<file path="src/rtl/nmos_cmpq_seq.sv">
// Copper WAIT/SKIP sequencer for the 15-slice beam comparator array.
// It takes one IR1/IR2 pair per handshake and loads the position into the
// slices' Q latches, then the mask into their M latches. It then gates PHI1
// into the array and evaluates the chain carry-out until the condition
// resolves, times out, or is aborted.
module nmos_cmpq_seq #(
  parameter int TMO_W   = 16,
  parameter int TMO_MAX = 0
) (
  input  logic        main_clk,
  input  logic        rst,
  input  logic        ir_vld,
  output logic        ir_rdy,
  input  logic [15:0] ir1,
  input  logic [15:0] ir2,
  input  logic        phi1,
  input  logic        blit_busy,
  input  logic        abort,
  input  logic        cmp_co,
  output logic [14:0] db,
  output logic        lq,
  output logic        lm,
  output logic        c1,
  output logic        busy,
  output logic        res_vld,
  output logic        res_hit,
  output logic        res_tmo,
  output logic        res_err
);

  typedef enum logic [2:0] {
    S_IDLE,
    S_LOADQ,
    S_LOADM,
    S_ARM,
    S_EVAL
  } state_t;

  localparam logic             TMO_EN  = (TMO_MAX != 0);
  localparam logic [TMO_W-1:0] TMO_LIM = TMO_W'(TMO_MAX);

  state_t           state;
  logic [15:0]      ir2_q;
  logic [TMO_W-1:0] miss_cnt;

  logic             met;
  logic [TMO_W-1:0] miss_inc;

  // Condition met: beam reached position, and blitter either idle or ignored (BFD).
  assign met      = cmp_co & (ir2_q[15] | ~blit_busy);
  // Next miss count; sticks at all-ones instead of wrapping.
  assign miss_inc = (&miss_cnt) ? miss_cnt : miss_cnt + TMO_W'(1);

  // PHI1 only reaches the slices while armed; busy covers LOADQ..EVAL.
  assign c1   = phi1 & (state == S_ARM);
  assign busy = (state != S_IDLE);

  // Sequencer FSM with registered handshake, bus, strobes and result pulses.
  always_ff @(posedge main_clk or posedge rst) begin
    if (rst) begin
      // NOTE: every register here is a small control flop, so all of them are
      // reset; there is no storage array that would want to skip reset.
      state    <= S_IDLE;
      ir2_q    <= '0;
      miss_cnt <= '0;
      db       <= '0;
      lq       <= 1'b0;
      lm       <= 1'b0;
      ir_rdy   <= 1'b0;
      res_vld  <= 1'b0;
      res_hit  <= 1'b0;
      res_tmo  <= 1'b0;
      res_err  <= 1'b0;
    end else begin
      // NOTE: sequential state uses non-blocking assignments only. The pulse
      // outputs get a default first, so each one lasts exactly one cycle
      // unless a branch below re-asserts it.
      lq      <= 1'b0;
      lm      <= 1'b0;
      res_vld <= 1'b0;
      res_hit <= 1'b0;
      res_tmo <= 1'b0;
      res_err <= 1'b0;

      if (abort && (state != S_IDLE)) begin
        // Abort beats any decision in flight; no result is reported.
        state    <= S_IDLE;
        miss_cnt <= '0;
        ir_rdy   <= 1'b1;
      end else begin
        case (state)
          S_IDLE: begin
            ir_rdy <= 1'b1;
            if (ir_vld && ir_rdy) begin
              ir2_q    <= ir2;
              miss_cnt <= '0;
              if (!ir1[0]) begin
                // Not a WAIT/SKIP pair: report an error, load nothing.
                res_vld <= 1'b1;
                res_err <= 1'b1;
              end else begin
                state  <= S_LOADQ;
                db     <= ir1[15:1];
                lq     <= 1'b1;
                ir_rdy <= 1'b0;
              end
            end
          end

          S_LOADQ: begin
            // VP7 always takes part in the compare, so its mask bit is forced.
            db    <= {1'b1, ir2_q[14:1]};
            lm    <= 1'b1;
            state <= S_LOADM;
          end

          S_LOADM: begin
            state <= S_ARM;
          end

          S_ARM: begin
            if (phi1) state <= S_EVAL;
          end

          S_EVAL: begin
            if (!ir2_q[0] && !met) begin
              // WAIT miss: count it, then time out or re-arm.
              miss_cnt <= miss_inc;
              if (TMO_EN && (miss_inc == TMO_LIM)) begin
                res_vld <= 1'b1;
                res_tmo <= 1'b1;
                state   <= S_IDLE;
                ir_rdy  <= 1'b1;
              end else begin
                state <= S_ARM;
              end
            end else begin
              // WAIT hit, or the single SKIP evaluation.
              res_vld <= 1'b1;
              res_hit <= met;
              state   <= S_IDLE;
              ir_rdy  <= 1'b1;
            end
          end

          default: begin
            state  <= S_IDLE;
            ir_rdy <= 1'b1;
          end
        endcase
      end
    end
  end

endmodule

</file>
<file path="config.mk">
export PLATFORM = sky130hd
export DESIGN_NAME = nmos_cmpq_seq
export DESIGN_NICKNAME = d
export VERILOG_FILES = /design/src/rtl/nmos_cmpq_seq.sv
export SDC_FILE = /design/constraint.sdc
export NUM_CORES = 1
export LEC_CHECK = 0
export CORE_MARGIN = 2
export CORE_UTILIZATION = 40
export DETAILED_ROUTE_END_ITERATION = 10
export DONT_BUFFER_PORTS = 1
export HOLD_SLACK_MARGIN = 0.08
export PLACE_DENSITY = 0.61
export SLEW_MARGIN = 0
export SYNTH_ARGS = -nofsm -noshare
export SYNTH_HDL_FRONTEND = slang
export SYNTH_SLANG_ARGS = --single-unit
</file>
<file path="constraint.sdc">
create_clock -name main_clk -period 3.2 [get_ports main_clk]
set_clock_uncertainty 0.2 [all_clocks]
set_input_delay 0.64 -clock main_clk [delete_from_list [all_inputs] [get_ports main_clk]]
set_output_delay 0.64 -clock main_clk [all_outputs]
set_load 0.02 [all_outputs]
</file>
### Word-level counts from Yosys, hierarchy flattened

Cells that the tools add are included.

| operators by class | value |
|---|---|
| reductions and logical operators | 13 |
| equality and inequality tests | 11 |
| multipliers | 0 |
| $add $sub $neg | 0 |
| shift-type cells | 0 |
| mux-type cells | 29 |
| order comparisons | 0 |
| bitwise gates (word level) | 5 |
| divide/modulo/power cells | 0 |

Operator list:

| cell | count |
|---|---|
| 2-to-1 mux 15 bit | 2 |
| one-hot mux 15 bit (2 select lines) | 1 |
| 2-to-1 mux 1 bit | 18 |
| one-hot mux 3 bit (5 select lines) | 1 |
| 2-to-1 mux 3 bit | 4 |
| inequality test 3 bit (second input constant) | 3 |
| equality test 3 x 2 -> 1 bit (second input constant) | 2 |
| AND reduction 3 bit | 2 |
| inequality test 2 bit (second input constant) | 2 |
| AND reduction 4 bit | 1 |
| equality test 3 x 1 -> 1 bit (second input constant) | 1 |
| equality test 3 bit (second input constant) | 1 |
| logical AND 1 bit | 3 |
| zero test 3 bit | 1 |
| inequality test 3 x 2 -> 1 bit (second input constant) | 1 |
| one-hot mux 1 bit (3 select lines) | 1 |
| nonzero test 3 bit | 1 |
| OR reduction 3 bit | 1 |
| AND 1 bit | 2 |
| zero test 1 bit | 2 |
| 2-to-1 mux 2 bit | 1 |
| inequality test 2 x 1 -> 1 bit (second input constant) | 1 |
| inverter 1 bit | 2 |
| one-hot mux 1 bit (2 select lines) | 1 |
| 3 further kinds | 3 |

| word-level totals | value |
|---|---|
| logic and storage cells | 67 |
| RAM bits | 0 |
| memories kept | 0 |
| bits in read-only memories | 0 |
| output and inout port bits | 24 |
| latch bits | 0 |
| bits of input ports | 39 |
| register bits after elaboration | 40 |

### Longest topological paths before layout

| logic depth | value |
|---|---|
| word-level depth | 8 |
| mapped depth | 9 |
| gate-level depth less buffers | 5 |

### Least setup slack after synthesis

No wires, ideal clock.

| path | value |
|---|---|
| kind | flip-flop to flip-flop |
| from | register state[2] |
| to | register db[0] |
| slack | 1.309 ns |
| setup time | 0.073 ns |
| cell stages (with the launch flop) | 10 |
| clock period less this slack | 1.891 ns |
| buffers on the path | 4 |
| data required time | 2.927 ns |
| arrival | 1.617 ns |
| cell sequence | dfrtp_1 -> buf_4 -> nor3_2 -> inv_2 -> or2_1 -> buf_6 -> and2_4 -> buf_6 -> buf_12 -> a21oi_2 |

| on the way | value |
|---|---|
| cells in the longest elaborated chain, start to end | 4 |
| elaborated cells on any way between the ends | 10 |
| those cells by class | eq/ne: 3; mux: 1; bitwise: 1; reduce/logical: 5 |

Ends and longest elaborated chain:

| item | line | RTL |
|---|---|---|
| start, declared | 42 | `state_t state;` |
| start signal, assigned | 63 | `state <= S_IDLE;` |
| start signal, assigned | 87 | `state <= S_IDLE;` |
| start signal, assigned | 102 | `state <= S_LOADQ;` |
| nonzero test 3 bit | -- |  |
| named net busy | 24 | `output logic busy,` |
| logical AND 1 bit | 85 | `if (abort && (state != S_IDLE)) begin` |
| inverter 1 bit (no source line) | -- |  |
| AND reduction 4 bit (no source line) | -- |  |
| end signal, assigned | 103 | `db <= ir1[15:1];` |
| end signal, assigned | 112 | `db <= {1'b1, ir2_q[14:1]};` |
| end, declared | 20 | `output logic [14:0] db,` |

The timed path passes the listed nets, and every way through them passes these cells.
A chain may end at the register's enable or synchronous reset.

### Worst setup path in the final report

| path | value |
|---|---|
| from | register state[0] |
| to | register ir2_q[13] |

| on the way | value |
|---|---|
| cells in the longest elaborated chain, start to end | 4 |
| elaborated cells on any way between the ends | 5 |
| those cells by class | bitwise: 1; reduce/logical: 4 |

Ends and longest elaborated chain:

| item | line | RTL |
|---|---|---|
| nonzero test 3 bit | 85 |  |
| logical AND 1 bit | 85 |  |
| inverter 1 bit (no source line) | -- |  |
| AND reduction 3 bit (no source line) * | -- |  |
| end signal, assigned | 95 | `ir2_q <= ir2;` |
| end, declared | 43 | `logic [15:0] ir2_q;` |

Every way passes the cells marked *; elsewhere a longest branch is shown, timed or not.

==> impl.org <==
** GRT
- Global routing finished with a remaining overflow of 0.
- Combined global-route utilization of all metal layers :: 14.8%
- Wire length of the first global-routing pass :: 5590 um
- Pin count of the biggest net entering global routing :: 41
- The via count of the first global-routing pass was 1,143.
- Number of antenna violations at the first check in global routing :: 0

** Critical path
- The slowest stage of the critical path is the sky130_fd_sc_hd__and3_1 cell.
- The critical path in this run is classified as flip-flop to flip-flop.
- In this run the register-to-register setup slack is 1.02 ns.
- Counting both buffers and inverters, the worst setup path holds a total of 0.
- The worst setup path is launched from a flip-flop.
- Critical Path Fanout Max :: 17
- STA classifies the critical path endpoint as a flip-flop.
- The worst register-to-register path ends at ir2_q[13]$_DFFE_PP0P_.
- The critical path runs through a total of 3 cells.
- STA puts the critical path data arrival time at 2.15 ns.
- In this design, the largest share of critical-path delay is due to simple AND/OR/NAND/NOR gates.
- The largest single stage delay on the critical path is 0.73 ns.
- Worst R2R Path Depth :: 3
- CP Cell Sequence :: nor3_2 -> and3_1 -> mux2_2
- In this run the critical register-to-register path is launched from state[0]$_DFFE_PP0P_.
- Data on the critical path is required at its endpoint by 3.17 ns.

** STA
- Worst hold slack after final layout :: 0.150 ns
- Maximum operating frequency :: 0.459 GHz
- Max-slew violation count :: 0
- Setup violations remaining at the end of the flow were counted as 0.
- The worst pin sits at a relative slew slack of 46.4%.
- Setup repair after global routing left no endpoint under its margin.
- Period utilization :: 68.1%
- Setup tns final :: 0 ns
- The count of final hold-check violations was 0.
- The worst path in the final design needs a cycle of 2.18 ns, including I/O delays and setup.
- At the pin with the least slew margin, the transition time is 0.803 ns.

** Synthesis
- The average instance in the mapped netlist occupies 11.7 um^2.
- Largest cells by area after synthesis :: sky130_fd_sc_hd__dfrtp_1, sky130_fd_sc_hd__mux2_2, sky130_fd_sc_hd__a21oi_2, sky130_fd_sc_hd__o22ai_1, sky130_fd_sc_hd__inv_1
- Syn_nets :: 186
- Count of mapped cells out of synthesis :: 147
- After synthesis, flip-flops and latches occupy 58.3% of the total area.
- Area fraction of the dominant cell type after synthesis :: 58.3%
- #FFs+latches synth :: 40
- Yosys cell types :: 30
- Yosys warning total :: 0
- The biggest area contributor in the post-synthesis netlist is sky130_fd_sc_hd__dfrtp_1.
- Synth Cell Area :: 1720 um^2

** Die
- IO Count :: 63
- The core region is 4060 um^2.
- Height of the die :: 69.5 um
- The die covers 4840 um^2.
- Number of cell rows :: 23
- The die is 69.5 um wide.
- For this configuration, the core starts out at a cell density of 42.3%.

** Place
- Final RePlAce weighted congestion :: 0.789
- The count of buffers added on input and output ports is 0.
- The wire-length estimate of the detail-placed layout is 2290 um.

** Routing
- Routed Antenna Nets :: 0
- After detailed routing, the average wire length per cell comes to 16.3 um.
- Summing over every cut layer, the via total after detailed routing is 1,068.
- In this run, the number of DRC markers left after iteration 0 of detailed routing was 38.
- DRC violations left :: 0
- Total iterations of the first detailed-routing run :: 4
- Avg Vias per Cell :: 5.39
- Summed over all layers, the routed wires come to 3240 um.

** Finish
- Share of the core filled with cells in the final layout :: 44.6%
- Across the whole layout, storage elements account for 1000 um^2.
- Ant diodes :: 0
- The final layout contains 186 nets.
- The library cell used most frequently in the layout, excluding fill and tap cells, is sky130_fd_sc_hd__dfrtp_1.
- Most frequent cells in the layout :: sky130_fd_sc_hd__dfrtp_1, sky130_fd_sc_hd__inv_1, sky130_fd_sc_hd__mux2_2, sky130_fd_sc_hd__o22ai_1
- The multi-input combinational cells in the finished layout cover a total of 571 um^2.
- Counting the fill cells in the layout gives 375.
- From synthesis to final layout, the design area changed by 5.39%.
- In the final layout, the share of cells above drive strength 1 is 25.0%.

** Power
- Power spread over the standard cell area amounts to 1020 nW/um^2.
- The design draws 1.85 mW.
- Summed over all cells, the static leakage comes to 0.842 nW.
- IR analysis of the VDD net gives a maximum drop of 371 uV.

** Clocking
- In this run the deepest clock path goes through 2 buffers.
- Depth of the CTS H-tree :: 2
- The clock reaches the later pin of the worst-skew pair after 0.29 ns.
- After clock tree synthesis, the clock-pin slew on the worst setup and hold paths is 0.08 ns.
- Clock tree synthesis inserted a total of 5 buffers.
- The clock net in this run drives a total of 40 sinks.
- TritonCTS built the clock tree.
- Setup repair bufs after CTS :: 0
- Buffers inserted to repair hold after CTS numbered 0.
- Clock tree synthesis selected as its root buffer the cell sky130_fd_sc_hd__clkbuf_8.
- CTS resizes :: 0

** Min path
- Type of the most critical hold path :: input pin to async pin

** Run
- Max_cap viols :: 0

** Outcome
- The flow ran to the end, and the final reports show no timing, DRC or antenna violations.
==> how the worst max path moves through the flow <==
stage | startpoint | endpoint | slack [ns]
after CTS | state[0]$_DFFE_PP0P_ | ir2_q[13]$_DFFE_PP0P_ | 1.01
after detailed placement | state[0]$_DFFE_PP0P_ | ir2_q[4]$_DFFE_PP0P_ | 1.02
final | state[0]$_DFFE_PP0P_ | ir2_q[13]$_DFFE_PP0P_ | 1.02
after global placement | state[0]$_DFFE_PP0P_ | ir2_q[9]$_DFFE_PP0P_ | 1.08
after global routing | state[0]$_DFFE_PP0P_ | ir2_q[1]$_DFFE_PP0P_ | 0.90
after floorplan | state[2]$_DFFE_PP0P_ | db[0]$_DFFE_PP0P_ | 1.31
==> cell families after synthesis <==
kind of cell,count (synthesis),synth area share (%)
AOI/OAI and AO/OA,38,14.9
buffers and inverters,28,8.52
DFF,40,58.3
muxes,16,10.5
other,1,0.218
and+or+nand+nor,24,7.58
==> per-layer routing <==
layer,share of wire [%],vias up,global-route usage [%]
li1,-,501,-
met1,41,503,17.3
met2,48,57,23.8
met3,9.6,7,6.83
met4,1.5,0,5.23
met5,0,-,0
==> Yosys cell counts, drive strengths merged <==
cell    instances
a21oi          20
clkbuf          2
nand3           3
buf             7
or2             1
dfrtp          40
a21o            1
and2            2
nor2b           2
nor3            2
nand3b          1
nor2            7
o22ai          14
o211a           1
nand2b          1
and3            1
o21ai           1
o31a            1
nand4b          1
inv            19
conb            1
nand2           3
mux2           16
==> registers in the layout, summed over array words and instances, names as in the netlist <==
| signal | flops |
|---|---|
| ir2_q | 16 |
| db | 15 |
| state | 3 |
| ir_rdy | 1 |
| lm | 1 |
| lq | 1 |
| res_err | 1 |
| res_hit | 1 |
| res_vld | 1 |
==> power by group <==
| group | total [mW] | internal [mW] | switching, mW |
|---|---|---|---|
| clock network | 0.340 | 0.176 | 0.164 |
| registers | 0.999 | 0.726 | 0.272 |
| logic | 0.513 | 0.251 | 0.263 |
==> per-stage QoR <==
stage                     std cells  setup slack (ns)  instance area, um^2
after floorplan                 147              1.31                 1720
after global placement          190              1.08                 1720
after detailed placement        190              1.02                 1720
after CTS                       198              1.01                 1810
after global routing            198             0.895                 1810
final                           198              1.02                 1810
==> area by class of cell <==
type	instances	area share, %
inverter	19	3.94
timing repair buffer	2	0.829
tap	50	3.46
sequential	40	55.3
clock buffer	8	4.98
multi-input combinational	79	31.5
No activity file was read; power rests on OpenSTA's default activity.
